File: src/rtl/corelet_ctrl_pkg.sv
// rtl/corelet_ctrl_pkg.sv - shared state enum and PE-array instruction encodings for corelet_ctrl
package corelet_ctrl_pkg;

    typedef enum logic [2:0] {
        IDLE    = 3'd0,
        W_FETCH = 3'd1,
        W_KLOAD = 3'd2,
        A_FETCH = 3'd3,
        A_EXEC  = 3'd4,
        DRAIN   = 3'd5,
        DONE    = 3'd6
    } state_e;

    localparam logic [1:0] INST_IDLE  = 2'b00;
    localparam logic [1:0] INST_KLOAD = 2'b01;
    localparam logic [1:0] INST_EXEC  = 2'b10;

endpackage

File: src/rtl/corelet_ctrl.sv
// rtl/corelet_ctrl.sv - tile sequencer: weight fetch/kernel load, activation fetch/execute, psum drain
module corelet_ctrl
    import corelet_ctrl_pkg::*;
#(
    parameter int col     = 8,
    parameter int row     = 8,
    parameter int addr_bw = 11,
    parameter int len_bw  = 8
) (
    input  logic               clk,
    input  logic               reset,
    input  logic               start,
    input  logic [len_bw-1:0]  n_act,
    input  logic [addr_bw-1:0] w_base,
    input  logic [addr_bw-1:0] a_base,
    input  logic [addr_bw-1:0] p_base,
    output logic               busy,
    output logic               done,
    output logic               xmem_rd,
    output logic [addr_bw-1:0] xmem_addr,
    output logic               l0_wr,
    output logic               l0_rd,
    output logic [1:0]         inst_w,
    input  logic               ofifo_valid,
    output logic               ofifo_rd,
    output logic               pmem_wr,
    output logic [addr_bw-1:0] pmem_addr
);

    // One extra bit so that cnt can reach n_act when n_act is all-ones.
    localparam int CNT_W = len_bw + 1;
    localparam logic [CNT_W-1:0] COL_C = CNT_W'(col);
    localparam logic [CNT_W-1:0] ONE_C = CNT_W'(1);

    // The sequence does not depend on the row count; it only documents the array geometry.
    if (row < 1) begin : g_row_unused
    end

    state_e             state_q, state_d;
    logic [CNT_W-1:0]   cnt_q, cnt_d;
    logic [len_bw-1:0]  n_act_q;
    logic [addr_bw-1:0] w_base_q, a_base_q, p_base_q;
    logic               l0_wr_q;
    logic               accept;
    logic [CNT_W-1:0]   n_ext, n_last;
    logic [addr_bw-1:0] cnt_addr;

    assign accept   = (state_q == IDLE) && start && (n_act != '0);
    assign n_ext    = {1'b0, n_act_q};
    assign n_last   = n_ext - ONE_C;
    assign cnt_addr = addr_bw'(cnt_q);
    assign l0_wr    = l0_wr_q;

    always_ff @(posedge clk or negedge reset) begin
        if (!reset) begin
            state_q  <= IDLE;
            cnt_q    <= '0;
            n_act_q  <= '0;
            w_base_q <= '0;
            a_base_q <= '0;
            p_base_q <= '0;
            l0_wr_q  <= 1'b0;
        end else begin
            state_q <= state_d;
            cnt_q   <= cnt_d;
            l0_wr_q <= xmem_rd;
            if (accept) begin
                n_act_q  <= n_act;
                w_base_q <= w_base;
                a_base_q <= a_base;
                p_base_q <= p_base;
            end
        end
    end

    always_comb begin
        state_d   = state_q;
        cnt_d     = cnt_q + ONE_C;
        busy      = 1'b1;
        done      = 1'b0;
        xmem_rd   = 1'b0;
        xmem_addr = '0;
        l0_rd     = 1'b0;
        inst_w    = INST_IDLE;
        ofifo_rd  = 1'b0;
        pmem_wr   = 1'b0;
        pmem_addr = '0;
        unique case (state_q)
            IDLE: begin
                busy  = 1'b0;
                cnt_d = '0;
                if (accept) begin
                    state_d = W_FETCH;
                end
            end
            W_FETCH: begin
                if (cnt_q < COL_C) begin
                    xmem_rd   = 1'b1;
                    xmem_addr = w_base_q + cnt_addr;
                end
                if (cnt_q == COL_C) begin
                    state_d = W_KLOAD;
                    cnt_d   = '0;
                end
            end
            W_KLOAD: begin
                l0_rd  = 1'b1;
                inst_w = INST_KLOAD;
                if (cnt_q == COL_C - ONE_C) begin
                    state_d = A_FETCH;
                    cnt_d   = '0;
                end
            end
            A_FETCH: begin
                if (cnt_q < n_ext) begin
                    xmem_rd   = 1'b1;
                    xmem_addr = a_base_q + cnt_addr;
                end
                if (cnt_q == n_ext) begin
                    state_d = A_EXEC;
                    cnt_d   = '0;
                end
            end
            A_EXEC: begin
                l0_rd  = 1'b1;
                inst_w = INST_EXEC;
                if (cnt_q == n_last) begin
                    state_d = DRAIN;
                    cnt_d   = '0;
                end
            end
            DRAIN: begin
                // Here cnt counts completed psum writes, so it doubles as the address offset.
                ofifo_rd  = ofifo_valid;
                pmem_wr   = ofifo_valid;
                pmem_addr = p_base_q + cnt_addr;
                cnt_d     = ofifo_valid ? cnt_q + ONE_C : cnt_q;
                if (ofifo_valid && (cnt_q == n_last)) begin
                    state_d = DONE;
                    cnt_d   = '0;
                end
            end
            DONE: begin
                done    = 1'b1;
                state_d = IDLE;
                cnt_d   = '0;
            end
            default: begin
                state_d = IDLE;
                cnt_d   = '0;
            end
        endcase
    end

endmodule
File: config.mk
export PLATFORM = sky130hd
export DESIGN_NAME = corelet_ctrl
export DESIGN_NICKNAME = d
export VERILOG_FILES = /design/src/rtl/corelet_ctrl_pkg.sv /design/src/rtl/corelet_ctrl.sv
export SDC_FILE = /design/constraint.sdc
export NUM_CORES = 1
export LEC_CHECK = 0
export CORE_MARGIN = 2
export CORE_UTILIZATION = 60
export DETAILED_ROUTE_END_ITERATION = 6
export DONT_BUFFER_PORTS = 1
export GPL_TIMING_DRIVEN = 0
export PLACE_DENSITY = 0.72
export SLEW_MARGIN = 20
export SYNTH_ARGS = -nofsm -noshare
export SYNTH_HDL_FRONTEND = slang
export SYNTH_SLANG_ARGS = --single-unit
File: constraint.sdc
create_clock -name clk -period 3.7 [get_ports clk]
set_input_delay 0.74 -clock clk [delete_from_list [all_inputs] [get_ports clk]]
set_output_delay 0.74 -clock clk [all_outputs]
set_load 0.03 [all_outputs]
==> results.cfg, run 1 <==
[run_status]
outcome = completed

[global_routing]
grt-ovfl-total = 0
grt_pass1_vias = 3567
gr-usage-all-layers_pct = 29.0
grt_pass1_wl_um = 17200
grt_max_degree = 55
antenna_found_initial = 0

[routing]
vias_per_cell = 6.42
drc_errors = 0
num_vias = 3604
ant_nets = 0
wl_met2_um = 5380
routed_wl_um = 10800
wl_met3_um = 792
drt_iter0_drc = 255
dr.pass1.iters = 5
post_drt_wl_per_cell_um = 19.3
maxUsedRoutingLayer = met4
wl_met1_um = 4400

[place]
routabilityCongestion = 0.925
io_buffers = 0
place_ws_ps = -49.8
hpwl_um = 7960
place_area_um2 = 4350

[sta]
fin_crit_sh_pct = 100
period_needed_ps = 3700
setup_ws_ps = 0.925
fmax_ghz = 0.270
setup-tns-final_ps = 0
skew_ps = 9.23
slew_headroom_pct = 38.7
drv_slew = 0
worst_pin_slew_ps = 911
rsz0062_at_grt = yes
setup_viol = 0
hold_viol = 0

[pwr]
p_total_uw = 3420
p_comb_share_pct = 55.9
p_int_uw = 1840
p_seq_share_pct = 31.3
p_sw_uw = 1580
power.leakage_uw = 0.00200
vdd_drop_max_mv = 0.429
p_clk_share_pct = 12.8
p_per_area_nw_per_um2 = 739
sw_frac_of_total_pct = 46.1

[synthesis]
netlist.area_leader.share_pct = 32.0
syn-instance-count = 455
synth_flop_cell = dfrtp_1
yosysTopAreaCell = dfrtp_1
ys_seq_area_share_pct = 32.0
synth_area_um2 = 4230
yosysWarningCount = 0
yosysUniqueCellTypes = 58
synth-edff-count = 0
yosys-top-cells-area = dfrtp_1, ha_1, mux2_2
synth_seq_cells = 54
synthArstFlopShare_pct = 100
synth_nets = 541
syn-mean-instance-area_um2 = 9.29

[cts]
cts_root_buf = clkbuf_8
insertion_delay_ps = 320
clkTransAtPathRegs_ps = 110
clock_sinks = 54
numCtsBuffers = 5
cts_tree = built
cts_max_path_buffers = 2
htreeDepth = 2

[job]
drv_cap = 0

[die]
die_y_um = 87.9
die_w_um = 87.9
num_rows = 30
ios = 76
die-area_um2 = 7730
core_um2 = 6790
start_util_pct = 62.2

[cells_and_area]
n_fill_cell = 566
syn2layout_area_growth_pct = 9.38
antenna_cells = 0
final_nets = 550
fin_area_um2 = 4620
final_layout_size_suffix_gt1_share_pct = 18.3

[worst_setup_path]
crit_fanout = 10
rr_worst_depth = 8
setup.worst_path.end_class = primary output
worstSetupStartpointType = register
required_ps = 2960
slowest_delay_ps = 690
arrival_ps = 2960
critPathKind = reg2out
cpMaxStageDelayCell = o22ai_1
crit_chain = buf_2 -> nor4_1 -> nand3_1 -> clkbuf_1 -> o22ai_1

[hold_path]
hold_class = in2async
registers in the layout, summed over array words and instances (netlist names):
name	cells
cnt_q	9
l0_wr	1
w_base_q	11
state_q	3
a_base_q	11
n_act_q	8
p_base_q	11
per-stage QoR:
stage / instances / util (%) / hold slack [ps]
2_1_floorplan: 455 / - / 444
3_3_place_gp: 551 / 64.0 / 446
3_5_place_dp: 551 / 64.0 / 446
4_1_cts: 559 / 67.0 / 92.0
5_1_grt: 561 / 68.1 / 78.5
6_report: 561 / 68.1 / 102
synth_stat cells, types with 7 or more instances:
cell type  instances
nand2_1           28
nor3_1            12
o22ai_1           11
mux2_2            33
a21o_1            10
nand3_1           14
nor4_1            10
o21ai_0           20
o211ai_1          10
buf_2              7
xnor2_1           16
inv_1             27
ha_1              38
xor2_1            15
a21oi_1           19
clkbuf_1          13
nor2_1            33
dfrtp_1           54
worst max-delay path: cells and delay by family, from the launching register on:
kind                   cells  cell delay [ps]
AO/OA/AOI/OAI              1              690
flip-flops                 1              530
AND/OR/NAND/NOR            2              750
buffers and inverters      2              670
per-layer routing:
metal,global-route usage [%],vias to the layer above
met5,0,-
met4,9.79,0
met3,7.26,19
met2,50.0,131
met1,35.5,1749
li1,-,1705
timing repair:
action | 4_1_cts | 5_1_grt
pin swaps | 0 | 3
endpoints found under the setup margin | 12 | 15
buffers inserted | 0 | 2
resized for setup | 15 | 14
hold buffers | 0 | 0
path summary, 6_finish.rpt:
check / from / endpoint / slack (ps)
min reg2reg: w_base_q[7] / w_base_q[7] / 530
min in group clk: w_base_q[7] / w_base_q[7] / 530
max reg2reg: cnt_q[5] / cnt_q[3] / 770
max in group asynchronous: reset / n_act_q[1] / 3470
min: reset / p_base_q[0] / 100
max: cnt_q[5] / xmem_addr[3] / 0.9
cells in the final DEF, fill, tap and decap left out, types with 3 or more instances in the layout:
cell | synthesis | final
nand4_1 | 4 | 4
xnor2_1 | 16 | 16
nor2_1 | 33 | 32
and2_1 | 3 | 3
fa_1 | 3 | 3
o31ai_1 | 5 | 5
xor2_1 | 15 | 15
nand2b_1 | 4 | 4
nand3_1 | 14 | 14
a2111oi_2 | 2 | 3
a21oi_1 | 19 | 17
o22ai_4 | 0 | 4
and3_1 | 5 | 5
buf_4 | 1 | 3
nor3_1 | 12 | 10
buf_2 | 7 | 8
a21o_1 | 10 | 10
o21ai_1 | 3 | 3
a211oi_1 | 3 | 3
o22ai_2 | 0 | 6
o21bai_1 | 5 | 5
o211ai_1 | 10 | 10
o21ai_0 | 20 | 20
o21a_1 | 4 | 4
o2111ai_1 | 4 | 4
clkbuf_1 | 13 | 12
inv_1 | 27 | 27
nand2_1 | 28 | 28
clkbuf_8 | 0 | 6
mux2_2 | 33 | 33
nor4_1 | 10 | 10
ha_1 | 38 | 38
or3_1 | 3 | 3
dfrtp_1 | 54 | 52
power by group through the flow:
| stage | clock (uW) | combinational (uW) | sequential (uW) |
|---|---|---|---|
| final | 437 | 1910 | 1070 |
| after global routing | 464 | 2110 | 1110 |
| after CTS | 446 | 1820 | 1070 |
| after detailed placement | 0 | 1760 | 1080 |
| after global placement | 0 | 1700 | 1070 |
| after floorplan | 0 | 1460 | 1010 |
layout make-up:
type | instances | area, um2 | area share (%)
clock inverters | 2 | 38.8 | 0.839
flip-flops and latches | 54 | 1350 | 29.3
multi-input cells | 351 | 2800 | 60.5
well taps | 96 | 120 | 2.60
clock buffers | 6 | 82.6 | 1.79
plain buffers | 23 | 115 | 2.49
repair buffers | 2 | 15.0 | 0.325
inverters | 27 | 101 | 2.19
cells by family after synthesis:
kind of cell               after synthesis  synth area share, %
DFF                                     54                 32.0
xor gates and xnor gates                31                 6.42
and+or+nand+nor                        126                 14.9
adders and majority gates               41                 12.7
muxes                                   34                 9.03
buffers and inverters                   50                 5.09
AOI/OAI and AO/OA                      119                 19.9
No activity file was read; power rests on OpenSTA's default activity.
==> inputs of run 2 (changes only) <==
Settings changed: ABC_AREA set to 1.
Clock period 3.7 ns to 3.6 ns, I/O delays scaled along.
==> run 2 against run 1 <==
Compared with the run above: sequential cell count unchanged; via count rose by 5.1%; non-clock buffer count is 16 lower; synthesized area is 3.0% higher; critical path depth increased by 1; register-to-register slack better by 570 ps; critical endpoint unchanged; highest routed layer unchanged.
==> results.cfg, run 2 <==
[run_status]
outcome = completed

[synthesis]
syn-instance-count = 562
yosysWarningCount = 0
syn-mean-instance-area_um2 = 7.75
yosysTopAreaCell = dfrtp_1
synth_nets = 648
synth_seq_cells = 54
synth_flop_cell = dfrtp_1
ys_seq_area_share_pct = 31.0
synth-edff-count = 0
netlist.area_leader.share_pct = 31.0
synthArstFlopShare_pct = 100
ys_top_cells_by_count = nand2_1, inv_1, dfrtp_1
synth_area_um2 = 4360
yosysUniqueCellTypes = 39
synth.most_common_cell = nand2_1
yosys-top-cells-area = dfrtp_1, ha_1, nand2_1

[worst_setup_path]
arrival_ps = 2670
rr_worst_depth = 12
setup.worst_path.end_class = primary output
critPathKind = reg2out
regToRegSetupSlack_ps = 1340
required_ps = 2880
rr_endpoint = cnt_q[2]
crit_fanout = 10
timing.rr.start = cnt_q[6]
worstSetupStartpointType = register

[cts]
cts_root_buf = clkbuf_8
numCtsBuffers = 5
clock_sinks = 54
cts_setup_buffers = 0
cts_tree = built
cts_hold_buf = 0
cts-resized-gates = 0
insertion_delay_ps = 310
htreeDepth = 2
cts_max_path_buffers = 2
clkTransAtPathRegs_ps = 100

[place]
hpwl_um = 7920
routabilityCongestion = 0.890
io_buffers = 0
place_area_um2 = 4480

[cells_and_area]
fin_area_um2 = 4600
final_nets = 655
reg.largest.list = a_base_q (11), p_base_q (11), w_base_q (11)
final_layout_size_suffix_gt1_share_pct = 13.5
most-common-layout-cells = nand2_1, inv_1, dfrtp_1
final_common_cell = nand2_1
antenna_cells = 0
syn2layout_area_growth_pct = 5.69

[sta]
fmax_ghz = 0.295
period_needed_ps = 3390
setup_viol = 0
worst_pin_slew_ps = 901
setup-tns-final_ps = 0
skew_ps = 6.78
hold_slack_ps = 82.2
hold_viol = 0
rsz0062_at_grt = no
fin_crit_sh_pct = 94.2
slew_headroom_pct = 39.3
drv_slew = 0

[global_routing]
antenna_found_initial = 0
grt_pass1_wl_um = 16400
grt_max_degree = 55
grt_pass1_vias = 3557
gr-usage-all-layers_pct = 26.7
grt-ovfl-total = 0

[routing]
post_drt_wl_per_cell_um = 15.3
vias_per_cell = 5.66
drc_errors = 0
dr.pass1.iters = 4
drt_iter0_drc = 177
routed_wl_um = 10300
num_vias = 3787
ant_nets = 0

[die]
die_w_um = 89.2
die_y_um = 89.2
core_um2 = 7140
start_util_pct = 61.0
ios = 76
die-area_um2 = 7960
num_rows = 31

[pwr]
p_per_area_nw_per_um2 = 789
power.leakage_uw = 0.00229
vdd_drop_max_mv = 0.442

[job]
drv_cap = 0

[hold_path]
hold_class = in2async
-- run 2: cell count changes after synthesis, moves of 7 or more --
cell,change
nor2_1,+15
nor4_1,-10
a21o_1,-8
o22ai_1,-9
inv_2,+8
nand4_1,+7
nand3_1,+24
a21oi_1,+23
o211ai_1,-10
o21ai_0,+20
inv_1,+33
clkbuf_1,-12
nand2_1,+91
xnor2_1,-10
-- run 2: layout make-up --
class	count	area (um2)
inverter	68	255
buffer	9	55.1
clock inverter	3	43.8
tap	99	124
fill	670	2530
clock buffer	5	68.8
sequential	54	1350
multi-input combinational	431	2710
-- run 2: report_power, final --
group / internal, uW / total, uW / leakage, uW / switching [uW]
logic: 751 / 2090 / 0.00157 / 1340
clock network: 209 / 423 / 0.0000585 / 214
registers: 870 / 1120 / 0.000663 / 253
total: 1830 / 3630 / 0.00229 / 1800
-- run 2: cells by family (layout without fill, tap and decap cells) --
kind of cell               count (synthesis)  count (layout)  share of synthesized area [%]
muxes                                     32              32                           8.27
DFF                                       54              54                           31.0
AOI/OAI and AO/OA                        103             103                           12.9
adders and majority gates                 41              41                           12.3
buffers and inverters                     77              85                           7.12
xor gates and xnor gates                  16              16                           3.53
and+or+nand+nor                          239             239                           24.9
-- run 2: critical path: stages, from the launching register on --
cell and delay (ps):
dfrtp_1 730, ha_1 350, a21oi_1 150, o21a_1 150, nand4_1 160, buf_2 220
o21bai_1 600
-- run 2: per-layer routing --
metal	vias to the layer above	share of wire [%]	GRT usage, %
met5	-	0	0
met3	23	7.0	4.52
met2	124	48	44.3
met1	1736	42	35.0
li1	1904	-	-
met4	0	2.1	10.0
-- run 2: per-stage QoR --
step | cells | worst slack [ps] | power [uW] | util (%)
floorplan | 562 | 696 | 2800 | -
global placement | 661 | 423 | 3130 | 62.8
detailed placement | 661 | 410 | 3200 | 62.8
CTS | 669 | 45.2 | 3630 | 64.4
global route | 669 | 33.3 | 3960 | 64.5
finish | 669 | 210 | 3630 | 64.5
-- run 2: how the worst max path moves through the flow --
stage              from            to  cells after the start
5_1_grt        cnt_q[3]  xmem_addr[8]                      9
6_report       cnt_q[6]  xmem_addr[3]                      6
3_5_place_dp   cnt_q[3]  xmem_addr[8]                      9
4_1_cts        cnt_q[3]  xmem_addr[8]                      9
2_1_floorplan  cnt_q[0]  xmem_addr[8]                      8
3_3_place_gp   cnt_q[3]  xmem_addr[8]                      9
==> inputs of run 3 (changes only) <==
Clock period 3.6 ns to 4.38 ns, I/O delays scaled along.
==> run 3 against run 2 <==
Compared with the run above: worst setup slack gained 440 ps; critical path type unchanged; count of clock-buffer cells in the layout did not move; largest power group unchanged; global-route usage unchanged; highest routed layer unchanged.
==> results.cfg, run 3 (synthesized netlist as in run 2, its figures left out) <==
[run_status]
outcome = completed

[place]
routabilityCongestion = 0.890
place_ws_ps = 1030
io_buffers = 0
hpwl_um = 7920
placedCellCount = 661

[cells_and_area]
antenna_cells = 0
final_layout_size_suffix_gt1_share_pct = 13.2
n_fill_cell = 670
regArea_um2 = 1350
most-common-layout-cells = nand2_1, inv_1, dfrtp_1
fin_cells = 669
reg.largest.list = a_base_q (11), p_base_q (11), w_base_q (11)
final_common_cell = nand2_1
final_nets = 655
syn2layout_area_growth_pct = 5.54
multi_input_area_um2 = 2700

[die]
num_rows = 31
start_util_pct = 61.0
die_y_um = 89.2
die_w_um = 89.2
ios = 76
core_um2 = 7140
die-area_um2 = 7960

[cts]
cts_setup_buffers = 0
cts-resized-gates = 0
numCtsBuffers = 5
cts_max_path_buffers = 2
insertion_delay_ps = 310
htreeDepth = 2
cts_root_buf = clkbuf_8
clkTransAtPathRegs_ps = 100
cts_tree = built
cts_hold_buf = 0
clock_sinks = 54

[worst_setup_path]
slowest_delay_ps = 740
crit_chain = ha_1 -> a21oi_1 -> o21ai_0 -> a21o_1 -> nand3_1 -> nand2_1 -> nand2_1 -> nand2_1 -> o21ai_0
setup.worst_path.end_class = primary output
critPathKind = reg2out
critPathMostFrequentCell = nand2_1
arrival_ps = 2850
regToRegSetupSlack_ps = 2120
critPathTopFamily = compound AO/OA/AOI/OAI gates
crit_fanout = 9
required_ps = 3500
worstSetupStartpointType = register
path_buf_inv = 0
cpMaxStageDelayCell = o21ai_0

[pwr]
vdd_drop_max_mv = 0.364
sw_frac_of_total_pct = 49.5
p_seq_share_pct = 31.0
power.leakage_uw = 0.00229
p_comb_share_pct = 57.4
p_clk_share_pct = 11.6
p_sw_uw = 1470
p_per_area_nw_per_um2 = 647
p_int_uw = 1500

[sta]
setup_viol = 0
setup-tns-final_ps = 0
worst_pin_slew_ps = 996
hold_viol = 0
skew_ps = 7.84
slew_headroom_pct = 32.9
drv_slew = 0
fmax_ghz = 0.268
period_needed_ps = 3730
fin_crit_sh_pct = 85.1
hold_slack_ps = 240
setup_ws_ps = 653
rsz0062_at_grt = no

[global_routing]
gr-usage-all-layers_pct = 26.7
met1_usage_pct = 35.0
grt-busiest-layer = met2
grt-ovfl-total = 0
grt_use_met2_pct = 44.3
grt_pass1_wl_um = 16400
grt_pass1_vias = 3557
use_met3_pct = 4.52
grt_max_degree = 55
antenna_found_initial = 0

[routing]
drt_iter0_drc = 176
dr.pass1.iters = 4
routed_wl_um = 10200
num_vias = 3767
drc_errors = 0
vias_per_cell = 5.63
ant_nets = 0
post_drt_wl_per_cell_um = 15.2

[hold_path]
hold_class = in2async

[job]
drv_cap = 0
[run 3: area by class of cell]
class,count,area share [%]
buffer,9,1.20
multi-input combinational,431,58.7
clock buffer,5,1.50
clock inverter,3,0.952
inverter,68,5.55
tap,99,2.69
sequential,54,29.4
[run 3: worst register-to-register path: cells and delay by family (launching register included)]
family	cells	cell delay, ps
and+or+nand+nor	11	1120
DFF	1	600
adders and majority gates	1	420
[run 3: metal layers]
layer,wire length [um],part of all wire [%]
met5,0,0
met4,272,2.7
met2,4890,48
met3,694,6.8
met1,4340,43
[run 3: path summary, 6_finish.rpt]
check                            startpoint      endpoint  depth (start not counted)
worst max-delay path               cnt_q[3]  xmem_addr[8]                          9
worst min-delay path                  reset   w_base_q[5]                          0
worst max register to register     cnt_q[6]      cnt_q[2]                         12
worst min register to register  p_base_q[5]   p_base_q[5]                          1
max in group asynchronous             reset   a_base_q[3]                          0
min in group clk                p_base_q[5]   p_base_q[5]                          1
[run 3: power by group through the flow]
stage	combinational [uW]	sequential [uW]	clock, uW
final	1710	923	345
after global routing	1910	960	374
after CTS	1700	923	354
after detailed placement	1700	934	0
after global placement	1640	928	0
after floorplan	1430	873	0
[run 3: through the flow]
| stage | power, uW | util, % | area [um2] |
|---|---|---|---|
| floorplan | 2300 | - | 4360 |
| global placement | 2570 | 62.8 | 4480 |
| detailed placement | 2630 | 62.8 | 4480 |
| CTS | 2980 | 64.4 | 4590 |
| global route | 3250 | 64.4 | 4600 |
| finish | 2980 | 64.4 | 4600 |
